==> src/rtl/uart_reg_pkg.sv <==
// Shared definitions for the UART register bridge.
// Holds the register byte offsets, the bit positions inside STATUS, CTRL
// and IRQ_EN, and the two-state bridge FSM encoding.
package uart_reg_pkg;

  // Register byte offsets. Address bits [1:0] are ignored by the bridge.
  localparam logic [4:0] TXDATA_OFS = 5'h00;
  localparam logic [4:0] RXDATA_OFS = 5'h04;
  localparam logic [4:0] STATUS_OFS = 5'h08;
  localparam logic [4:0] CTRL_OFS   = 5'h0C;
  localparam logic [4:0] IRQ_EN_OFS = 5'h10;

  // STATUS bit positions. Bits 4..6 are sticky and write-1-to-clear.
  localparam int STAT_TX_FULL   = 0;
  localparam int STAT_TX_EMPTY  = 1;
  localparam int STAT_RX_FULL   = 2;
  localparam int STAT_RX_EMPTY  = 3;
  localparam int STAT_FRAME_ERR = 4;
  localparam int STAT_RX_OVF    = 5;
  localparam int STAT_TX_DROP   = 6;
  localparam int STAT_W         = 7;

  // CTRL bit positions.
  localparam int CTRL_BAUD_LSB = 0;
  localparam int CTRL_BAUD_W   = 12;
  localparam int CTRL_PARITY   = 12;
  localparam int CTRL_TWO_STOP = 13;

  // IRQ_EN bit positions.
  localparam int IRQ_TX_READY = 0;
  localparam int IRQ_RX_AVAIL = 1;
  localparam int IRQ_ERR      = 2;
  localparam int IRQ_EN_W     = 3;

  // RXDATA valid flag position.
  localparam int RXDATA_VALID = 31;

  typedef enum logic {
    IDLE = 1'b0,
    RESP = 1'b1
  } bridge_state_t;

endpackage

==> src/rtl/uart_reg_bridge.sv <==
// Memory-mapped register front end for the UART core: one outstanding
// single-beat transaction, request executed in the accept cycle, response
// held until consumed. Drives baud/parity/stop config, TX push, RX pop, irq.
// Ports: clk/reset_n; req_* request channel; rsp_* response channel;
// baud_div/parity_en/two_stop/tx_data/tx_wr_en/rx_rd_en to the UART;
// tx_*/rx_* flags, rx_data and error indicators from the UART; irq out.
module uart_reg_bridge
  import uart_reg_pkg::*;
#(
  parameter int          ADDR_W           = 5,
  parameter int          DATA_W           = 32,
  parameter logic [11:0] DEFAULT_BAUD_DIV = 12'd54
) (
  input  logic              clk,
  input  logic              reset_n,
  input  logic              req_valid,
  output logic              req_ready,
  input  logic              req_write,
  input  logic [ADDR_W-1:0] req_addr,
  input  logic [DATA_W-1:0] req_wdata,
  output logic              rsp_valid,
  input  logic              rsp_ready,
  output logic [DATA_W-1:0] rsp_rdata,
  output logic              rsp_err,
  output logic [11:0]       baud_div,
  output logic              parity_en,
  output logic              two_stop,
  output logic [7:0]        tx_data,
  output logic              tx_wr_en,
  input  logic              tx_full,
  input  logic              tx_empty,
  input  logic [7:0]        rx_data,
  output logic              rx_rd_en,
  input  logic              rx_full,
  input  logic              rx_empty,
  input  logic              rx_frame_error,
  input  logic              rx_overflow,
  output logic              irq
);

  bridge_state_t state;

  logic                frame_err_s;
  logic                rx_ovf_s;
  logic                tx_drop_s;
  logic [IRQ_EN_W-1:0] irq_en;

  // Register select: word index only, byte lanes ignored.
  logic [4:0] ofs;
  assign ofs = {req_addr[4:2], 2'b00};

  // Address bits above the map and the unused data bits are don't-care.
  logic unused_bits;
  assign unused_bits = ^{req_addr, req_wdata[DATA_W-1:14]};

  logic accept;
  assign accept = req_valid & req_ready;

  logic mapped;
  assign mapped = (ofs <= IRQ_EN_OFS);

  // STATUS view: live UART flags plus sticky error bits.
  logic [STAT_W-1:0] status_vec;
  always_comb begin
    status_vec                 = '0;
    status_vec[STAT_TX_FULL]   = tx_full;
    status_vec[STAT_TX_EMPTY]  = tx_empty;
    status_vec[STAT_RX_FULL]   = rx_full;
    status_vec[STAT_RX_EMPTY]  = rx_empty;
    status_vec[STAT_FRAME_ERR] = frame_err_s;
    status_vec[STAT_RX_OVF]    = rx_ovf_s;
    status_vec[STAT_TX_DROP]   = tx_drop_s;
  end

  // Read data for the current request; captured into rsp_rdata on accept.
  logic [DATA_W-1:0] rd_data;
  always_comb begin
    rd_data = '0;
    case (ofs)
      RXDATA_OFS: begin
        if (!rx_empty) begin
          rd_data[RXDATA_VALID] = 1'b1;
          rd_data[7:0]          = rx_data;
        end
      end
      STATUS_OFS: rd_data[STAT_W-1:0] = status_vec;
      CTRL_OFS: begin
        rd_data[CTRL_BAUD_LSB +: CTRL_BAUD_W] = baud_div;
        rd_data[CTRL_PARITY]                  = parity_en;
        rd_data[CTRL_TWO_STOP]                = two_stop;
      end
      IRQ_EN_OFS: rd_data[IRQ_EN_W-1:0] = irq_en;
      default:    rd_data = '0;
    endcase
  end

  // Write-1-to-clear strobes for the sticky bits.
  logic status_wr;
  logic clr_frame;
  logic clr_ovf;
  logic clr_drop;
  assign status_wr = accept & req_write & (ofs == STATUS_OFS);
  assign clr_frame = status_wr & req_wdata[STAT_FRAME_ERR];
  assign clr_ovf   = status_wr & req_wdata[STAT_RX_OVF];
  assign clr_drop  = status_wr & req_wdata[STAT_TX_DROP];

  logic drop_set;
  assign drop_set = accept & req_write & (ofs == TXDATA_OFS) & tx_full;

  logic irq_next;
  assign irq_next = (irq_en[IRQ_TX_READY] & ~tx_full)
                  | (irq_en[IRQ_RX_AVAIL] & ~rx_empty)
                  | (irq_en[IRQ_ERR] & (frame_err_s | rx_ovf_s | tx_drop_s));

  always_ff @(posedge clk or negedge reset_n) begin
    if (!reset_n) begin
      state       <= IDLE;
      req_ready   <= 1'b1;
      rsp_valid   <= 1'b0;
      rsp_rdata   <= '0;
      rsp_err     <= 1'b0;
      baud_div    <= DEFAULT_BAUD_DIV;
      parity_en   <= 1'b0;
      two_stop    <= 1'b0;
      tx_data     <= 8'd0;
      tx_wr_en    <= 1'b0;
      rx_rd_en    <= 1'b0;
      frame_err_s <= 1'b0;
      rx_ovf_s    <= 1'b0;
      tx_drop_s   <= 1'b0;
      irq_en      <= '0;
      irq         <= 1'b0;
    end else begin
      // UART strobes are single-cycle unless re-armed below.
      tx_wr_en <= 1'b0;
      rx_rd_en <= 1'b0;

      // A set in the same cycle as a clear wins because it is OR-ed last.
      frame_err_s <= (frame_err_s & ~clr_frame) | rx_frame_error;
      rx_ovf_s    <= (rx_ovf_s & ~clr_ovf) | rx_overflow;
      tx_drop_s   <= (tx_drop_s & ~clr_drop) | drop_set;

      irq <= irq_next;

      if (state == IDLE) begin
        if (accept) begin
          state     <= RESP;
          req_ready <= 1'b0;
          rsp_valid <= 1'b1;
          rsp_err   <= ~mapped;
          rsp_rdata <= req_write ? '0 : rd_data;

          if (req_write) begin
            case (ofs)
              TXDATA_OFS: begin
                if (!tx_full) begin
                  tx_wr_en <= 1'b1;
                  tx_data  <= req_wdata[7:0];
                end
              end
              CTRL_OFS: begin
                // A zero divider would stall the baud generator; clamp to 1.
                baud_div  <= (req_wdata[CTRL_BAUD_LSB +: CTRL_BAUD_W] == 12'd0)
                             ? 12'd1 : req_wdata[CTRL_BAUD_LSB +: CTRL_BAUD_W];
                parity_en <= req_wdata[CTRL_PARITY];
                two_stop  <= req_wdata[CTRL_TWO_STOP];
              end
              IRQ_EN_OFS: irq_en <= req_wdata[IRQ_EN_W-1:0];
              default: ;
            endcase
          end else if ((ofs == RXDATA_OFS) && !rx_empty) begin
            // Head byte was captured above; pop it on the following cycle.
            rx_rd_en <= 1'b1;
          end
        end
      end else begin
        if (rsp_ready) begin
          state     <= IDLE;
          req_ready <= 1'b1;
          rsp_valid <= 1'b0;
        end
      end
    end
  end

endmodule

==> config.mk <==
export PLATFORM = sky130hd
export DESIGN_NAME = uart_reg_bridge
export DESIGN_NICKNAME = d
export VERILOG_FILES = /design/src/rtl/uart_reg_pkg.sv /design/src/rtl/uart_reg_bridge.sv
export SDC_FILE = /design/constraint.sdc
export NUM_CORES = 1
export LEC_CHECK = 0
export ABC_AREA = 1
export BUFFER_PORTS_ARGS = -buffer_cell sky130_fd_sc_hd__buf_4
export CORE_MARGIN = 8
export CORE_UTILIZATION = 42
export DETAILED_ROUTE_END_ITERATION = 10
export PLACE_DENSITY = 0.76
export SLEW_MARGIN = 10
export SYNTH_ARGS = -nofsm -noshare
export SYNTH_HDL_FRONTEND = slang
export SYNTH_SLANG_ARGS = --single-unit
==> constraint.sdc <==
create_clock -name clk -period 1.3 [get_ports clk]
set_input_delay 0.065 -clock clk [delete_from_list [all_inputs] [get_ports clk]]
set_output_delay 0.065 -clock clk [all_outputs]
set_load 0.005 [all_outputs]
### After elaboration in Yosys (flattened, before gate mapping)

Index checks and enable logic that the tools add are counted.

| storage, ports and cells | value |
|---|---|
| bits in registers | 67 |
| input port bits | 56 |
| output and inout port bits | 60 |
| word-level logic and storage cells | 87 |

| operators by class | value |
|---|---|
| bitwise gates (word level) | 28 |
| $lt $le $gt $ge | 1 |
| reduce and logical (&&, ||, !) cells | 10 |
| equality and inequality tests | 5 |
| mux-type cells | 27 |

Operator list:

| operator | number |
|---|---|
| two-way mux 32 bit | 1 |
| two-way mux 1 bit | 20 |
| bitwise AND 1 bit | 14 |
| zero test 12 bit | 1 |
| two-way mux 12 bit | 1 |
| case mux 3 bit (4 select lines) | 1 |
| case mux 4 bit (3 select lines) | 1 |
| two-way mux 8 bit | 1 |
| AND reduction 4 bit | 2 |
| NOT 1 bit | 7 |
| bitwise OR 1 bit | 7 |
| equality test 3 x 2 -> 1 bit, second input constant | 2 |
| two-way mux 6 bit | 1 |
| <= comparator 5 bit, second input constant | 1 |
| zero test 5 bit | 1 |
| AND reduction 5 bit | 1 |
| AND reduction 2 bit | 2 |
| equality test 3 x 1 -> 1 bit, second input constant | 1 |
| equality test 3 bit, second input constant | 1 |
| != test 2 bit, second input constant | 1 |
| case mux 1 bit (2 select lines) | 1 |
| nonzero test 2 bit | 1 |
| logical AND 1 bit | 1 |
| zero test 1 bit | 1 |

### Depth between registers and ports, before layout

| logic depth | value |
|---|---|
| depth after elaboration | 7 |
| mapped depth | 8 |

### Worst setup path after synthesis

OpenSTA, ideal clock, no wires.

| timing path | value |
|---|---|
| path kind | reg2reg |
| start point | register req_ready |
| end point | register tx_data[7] |
| required time | 1,183 ps |
| period minus slack after synthesis | 1,351 ps |
| cell stages (with the launch flop) | 7 |
| arrival time | 1,233 ps |
| path slack | -51 ps |
| buffers on the path | 1 |
| setup time | 117 ps |
| cells stage by stage | dfstp_2 > nand2_1 > nor3_2 > nand2_4 > buf_6 > nand2_2 > o21ai_2 |

| on the way | value |
|---|---|
| cells in the longest elaborated chain, start to end | 2 |

RTL lines:

| item | RTL line | RTL |
|---|---|---|
| start: declaration | uart_reg_bridge.sv:17 | `output logic req_ready,` |
| start signal: assignment | uart_reg_bridge.sv:118 | `req_ready <= 1'b1;` |
| start signal: assignment | uart_reg_bridge.sv:148 | `req_ready <= 1'b0;` |
| start signal: assignment | uart_reg_bridge.sv:179 | `req_ready <= 1'b1;` |
| bitwise AND 1 bit | uart_reg_bridge.sv:57 | `assign accept = req_valid & req_ready;` |
| AND reduction 5 bit (no source line) | n/a |  |
| end signal: assignment | uart_reg_bridge.sv:158 | `tx_data <= req_wdata[7:0];` |
| end: declaration | uart_reg_bridge.sv:28 | `output logic [7:0] tx_data,` |

No other way between the ends.
A chain may end at the register's enable or synchronous reset.

### Final worst setup path

| timing path | value |
|---|---|
| start point | register req_ready |
| end point | register tx_drop_s |

| on the way | value |
|---|---|
| cells in the longest elaborated chain, start to end | 7 |

RTL lines:

| item | RTL line | RTL |
|---|---|---|
| bitwise AND 1 bit (*) | uart_reg_bridge.sv:57 |  |
| bitwise AND 1 bit (*) | uart_reg_bridge.sv:102, uart_reg_bridge.sv:108 |  |
| bitwise AND 1 bit | uart_reg_bridge.sv:102 | `assign status_wr = accept & req_write & (ofs == STATUS_OFS);` |
| bitwise AND 1 bit | uart_reg_bridge.sv:105 | `assign clr_drop = status_wr & req_wdata[STAT_TX_DROP];` |
| NOT 1 bit | uart_reg_bridge.sv:141 | `tx_drop_s <= (tx_drop_s & ~clr_drop) \| drop_set;` |
| bitwise AND 1 bit | uart_reg_bridge.sv:141 |  |
| bitwise OR 1 bit (*) | uart_reg_bridge.sv:141 |  |
| end signal: assignment | uart_reg_bridge.sv:141 |  |
| end: declaration | uart_reg_bridge.sv:45 | `logic tx_drop_s;` |

Mark *: on every way between the ends. The rest lies on a longest branch, timed or not.

==> insert_results.sql <==
INSERT INTO impl_metrics (metric_group, metric, value, unit) VALUES
('detailed_routing', 'ant_nets', '0', ''),
('sta', 'slew-limit-headroom', '59.0', '%'),
('synth', 'postSynthRegisterBits', '50', ''),
('clock_network', 'h-tree-depth', '2', ''),
('placement', 'dpl.hpwl', '5.07', 'mm'),
('run', 'drv.max_cap_violation_count', '0', ''),
('setup_path', 'crit-reg2reg-launch', 'req_ready', ''),
('global_routing', 'antenna_found_initial', '0', ''),
('sta', 'timing_worst_slew_pin_value', '0.615', 'ns'),
('setup_path', 'cp_max_fo', '4', ''),
('detailed_routing', 'routed_wirelength', '6.99', 'mm'),
('final_layout', 'ff_latch_area', '1260', 'µm²'),
('synth', 'synth_warn', '0', ''),
('power_and_ir_drop', 'irDropWorstVdd', '1020', 'µV'),
('global_routing', 'globalRouteTotalUtil', '16.3', '%'),
('setup_path', 'timing_worst_setup_path_type', 'flop to flop', ''),
('die', 'row_count', '28', ''),
('sta', 'maximum_clock_frequency', '0.741', 'GHz'),
('final_layout', 'drive_above_1_share', '40.8', '%'),
('detailed_routing', 'dr.first_iter.drc_count', '106', ''),
('clock_network', 'clock_sink_count', '50', ''),
('setup_path', 'regToRegSetupSlack', '-0.05', 'ns'),
('final_layout', 'diodes', '0', ''),
('placement', 'routabilityCongestion', '0.827', ''),
('sta', 'rsz0062_at_grt', 'true', ''),
('detailed_routing', 'drc', '0', ''),
('setup_path', 'critical_path.startpoint', 'req_ready', ''),
('sta', 'timing_max_transition_violations_final', '0', ''),
('sta', 'final-hold-violation-count', '0', ''),
('clock_network', 'cts_buffer_depth', '2', ''),
('final_layout', 'final_net_count', '442', ''),
('power_and_ir_drop', 'static_leakage', '1.81', 'nW'),
('die', 'initial_core_util', '42.5', '%'),
('die', 'die_w', '92.5', 'µm'),
('die', 'chipHeight', '92.5', 'µm'),
('setup_path', 'crit_arrival', '1.55', 'ns'),
('global_routing', 'grt_overflow_total', '0', ''),
('setup_path', 'worst_r2r_path_depth', '6', ''),
('detailed_routing', 'dr_total_vias', '2247', ''),
('clock_network', 'clk_pin_slew', '0.09', 'ns'),
('power_and_ir_drop', 'power_density', '1520', 'nW/µm²'),
('detailed_routing', 'dr.pass1.iters', '4', ''),
('global_routing', 'pin_count_of_the_biggest_net_entering_global_routing', '51', ''),
('clock_network', 'clk_latency_worst_skew_pair', '0.31', 'ns'),
('sta', 'timing.final.crit_period', '1.35', 'ns'),
('placement', 'dp_cells', '439', ''),
('setup_path', 'worst_ep_required_time', '1.50', 'ns'),
('final_layout', 'fill_cells', '521', ''),
('placement', 'io_buffer_count', '78', ''),
('global_routing', 'grt_pass1_vias', '2332', ''),
('sta', 'final_min_period_over_clock_period', '104', '%'),
('clock_network', 'cts.root.buffer_cell', 'sky130_fd_sc_hd__clkbuf_8', ''),
('final_layout', 'area_occupied_by_multi_input_gates', '1130', 'µm²'),
('die', 'boundaryPins', '116', ''),
('detailed_routing', 'route.detailed.vias_per_inst', '4.86', ''),
('clock_network', 'tritoncts', 'done', ''),
('sta', 'setup_violations', '20', ''),
('setup_path', 'r2r-end', 'tx_drop_s', ''),
('clock_network', 'cts_buffers', '5', ''),
('synth', 'synth.yosys.seq_area_share', '51.2', '%'),
('synth', 'post_synth_inst_count', '288', ''),
('worst_hold_path', 'timing.hold.worst_path_depth', '4', ''),
('status', 'status', 'finished with violations', ''),
('setup_path', 'worst_setup_ep_type', 'flop', ''),
('synth', 'syn-mean-instance-area', '8.53', 'µm²'),
('detailed_routing', 'wl_per_cell', '15.1', 'µm'),
('setup_path', 'worst_setup_path_endpoint', 'tx_drop_s', ''),
('sta', 'worst_hold_slack', '0.0292', 'ns'),
('worst_hold_path', 'hold_path_class', 'primary input to flop', ''),
('die', 'die_area', '8550', 'µm²'),
('global_routing', 'first_pass_grt_wire_length', '11.2', 'mm'),
('final_layout', 'layout-area-overhead-vs-synth', '41.8', '%'),
('synth', 'post_synth_instance_area', '2460', 'µm²'),
('sta', 'setup_slack', '-0.0489', 'ns'),
('die', 'core_region_area', '5780', 'µm²'),
('setup_path', 'timing.critical_path.from_type', 'flop', ''),
('sta', 'clock_skew', '0.00802', 'ns'),
('final_layout', 'layout.cells.non_filler', '462', ''),
('synth', 'post_synth_num_cell_types', '24', ''),
('status', 'failed_checks', 'setup timing', '');
Yosys cell counts (all sizes together):
cell | instances | area (µm²)
a21oi | 2 | 10.0
buf | 25 | 191
conb | 1 | 3.75
dfrtp | 45 | 1130
dfstp | 5 | 131
inv | 20 | 75.1
nand2 | 106 | 420
nand3 | 19 | 100
nand4 | 6 | 37.5
nor2 | 21 | 126
nor3 | 2 | 20.0
o211ai | 1 | 7.51
o21ai | 34 | 200
o31ai | 1 | 7.51
layer usage:
metal  global-route usage (%)  vias to the layer above  routed length, µm
li1                         -                     1092                  -
met1                     18.2                     1079               2790
met2                     28.9                       66               3620
met3                     4.77                       10                456
met4                     5.23                        0                131
met5                        0                        -                  0
state kept, by name (all words and copies together) (netlist names):
signal and flops:
req_ready 1, tx_data 8, rx_rd_en 1, rx_ovf_s 1, rsp_rdata 15, tx_drop_s 1
state 1, baud_div 12, tx_wr_en 1, parity_en 1, rsp_valid 1, rsp_err 1
irq_en 3, two_stop 1, irq 1, frame_err_s 1
final cells by class:
class	count	share of cell area, %
timing repair buffer	99	23.1
inverter	20	2.23
clock buffer	6	2.37
multi-input combinational	210	32.4
tap	75	2.69
sequential	50	36.1
clock inverter	2	1.11
worst min path at each step:
stage / slack (ns) / endpoint / start
finish: 0.03 / baud_div[0] / req_wdata[5]
global route: 0.03 / irq / rx_empty
CTS: 0.02 / baud_div[0] / req_wdata[5]
detailed placement: 0.12 / irq / reset_n
global placement: 0.12 / tx_wr_en / reset_n
floorplan: -0.23 / baud_div[0] / reset_n
critical path, stage by stage, from the launching register on:
cell and delay (ns):
sky130_fd_sc_hd__dfstp_2 0.56, sky130_fd_sc_hd__nand2_4 0.08, sky130_fd_sc_hd__nor2_4 0.15, sky130_fd_sc_hd__buf_4 0.15, sky130_fd_sc_hd__nand2_2 0.08, sky130_fd_sc_hd__o21ai_2 0.13
sky130_fd_sc_hd__o21ai_1 0.08
cell usage in the layout (no fill, tap or decap), types with 10 or more instances in the layout:
cell type / instances
sky130_fd_sc_hd__buf_4: 86
sky130_fd_sc_hd__nand2_2: 12
sky130_fd_sc_hd__nor2_1: 10
sky130_fd_sc_hd__o21ai_1: 15
sky130_fd_sc_hd__dfrtp_1: 45
sky130_fd_sc_hd__nand3_1: 17
sky130_fd_sc_hd__dlygate4sd3_1: 10
sky130_fd_sc_hd__o21ai_2: 18
sky130_fd_sc_hd__nand2_1: 90
sky130_fd_sc_hd__conb_1: 17
sky130_fd_sc_hd__inv_1: 14
power by group:
part	internal [mW]	switching (mW)
Combinational	0.894	0.824
Clock	0.633	0.525
Sequential	2.02	0.384
Total	3.55	1.73
cell families after synthesis:
family                 share of synthesized area (%)
and+or+nand+nor                                 28.7
DFF                                             51.2
buffers and inverters                           10.8
AOI/OAI and AO/OA                               9.17
other                                          0.153
timing repair:
action | 4_1_cts | 5_1_grt
endpoints found under the hold margin | 54 | 0
buffers inserted | 3 | 0
setup endpoints to repair | 35 | 40
gates cloned | 1 | 1
hold buffers | 10 | 0
pin swaps | 5 | 11
resized for setup | 12 | 26
through the flow:
stage | TNS (ns) | setup WS [ns] | cell area (µm²) | power, mW | util, %
final | -0.358 | -0.0489 | 3480 | 5.28 | 60.3
after global placement | -0.154 | -0.0309 | 3080 | 3.89 | 53.3
after CTS | -0.529 | -0.0671 | 3370 | 5.21 | 58.3
after floorplan | 0 | 0.00762 | 2530 | 3.04 | -
after detailed placement | -0.693 | -0.0692 | 3080 | 3.94 | 53.3
after global routing | -2.40 | -0.117 | 3480 | 5.60 | 60.3
Note: power is estimated with default switching activity, not from simulation.
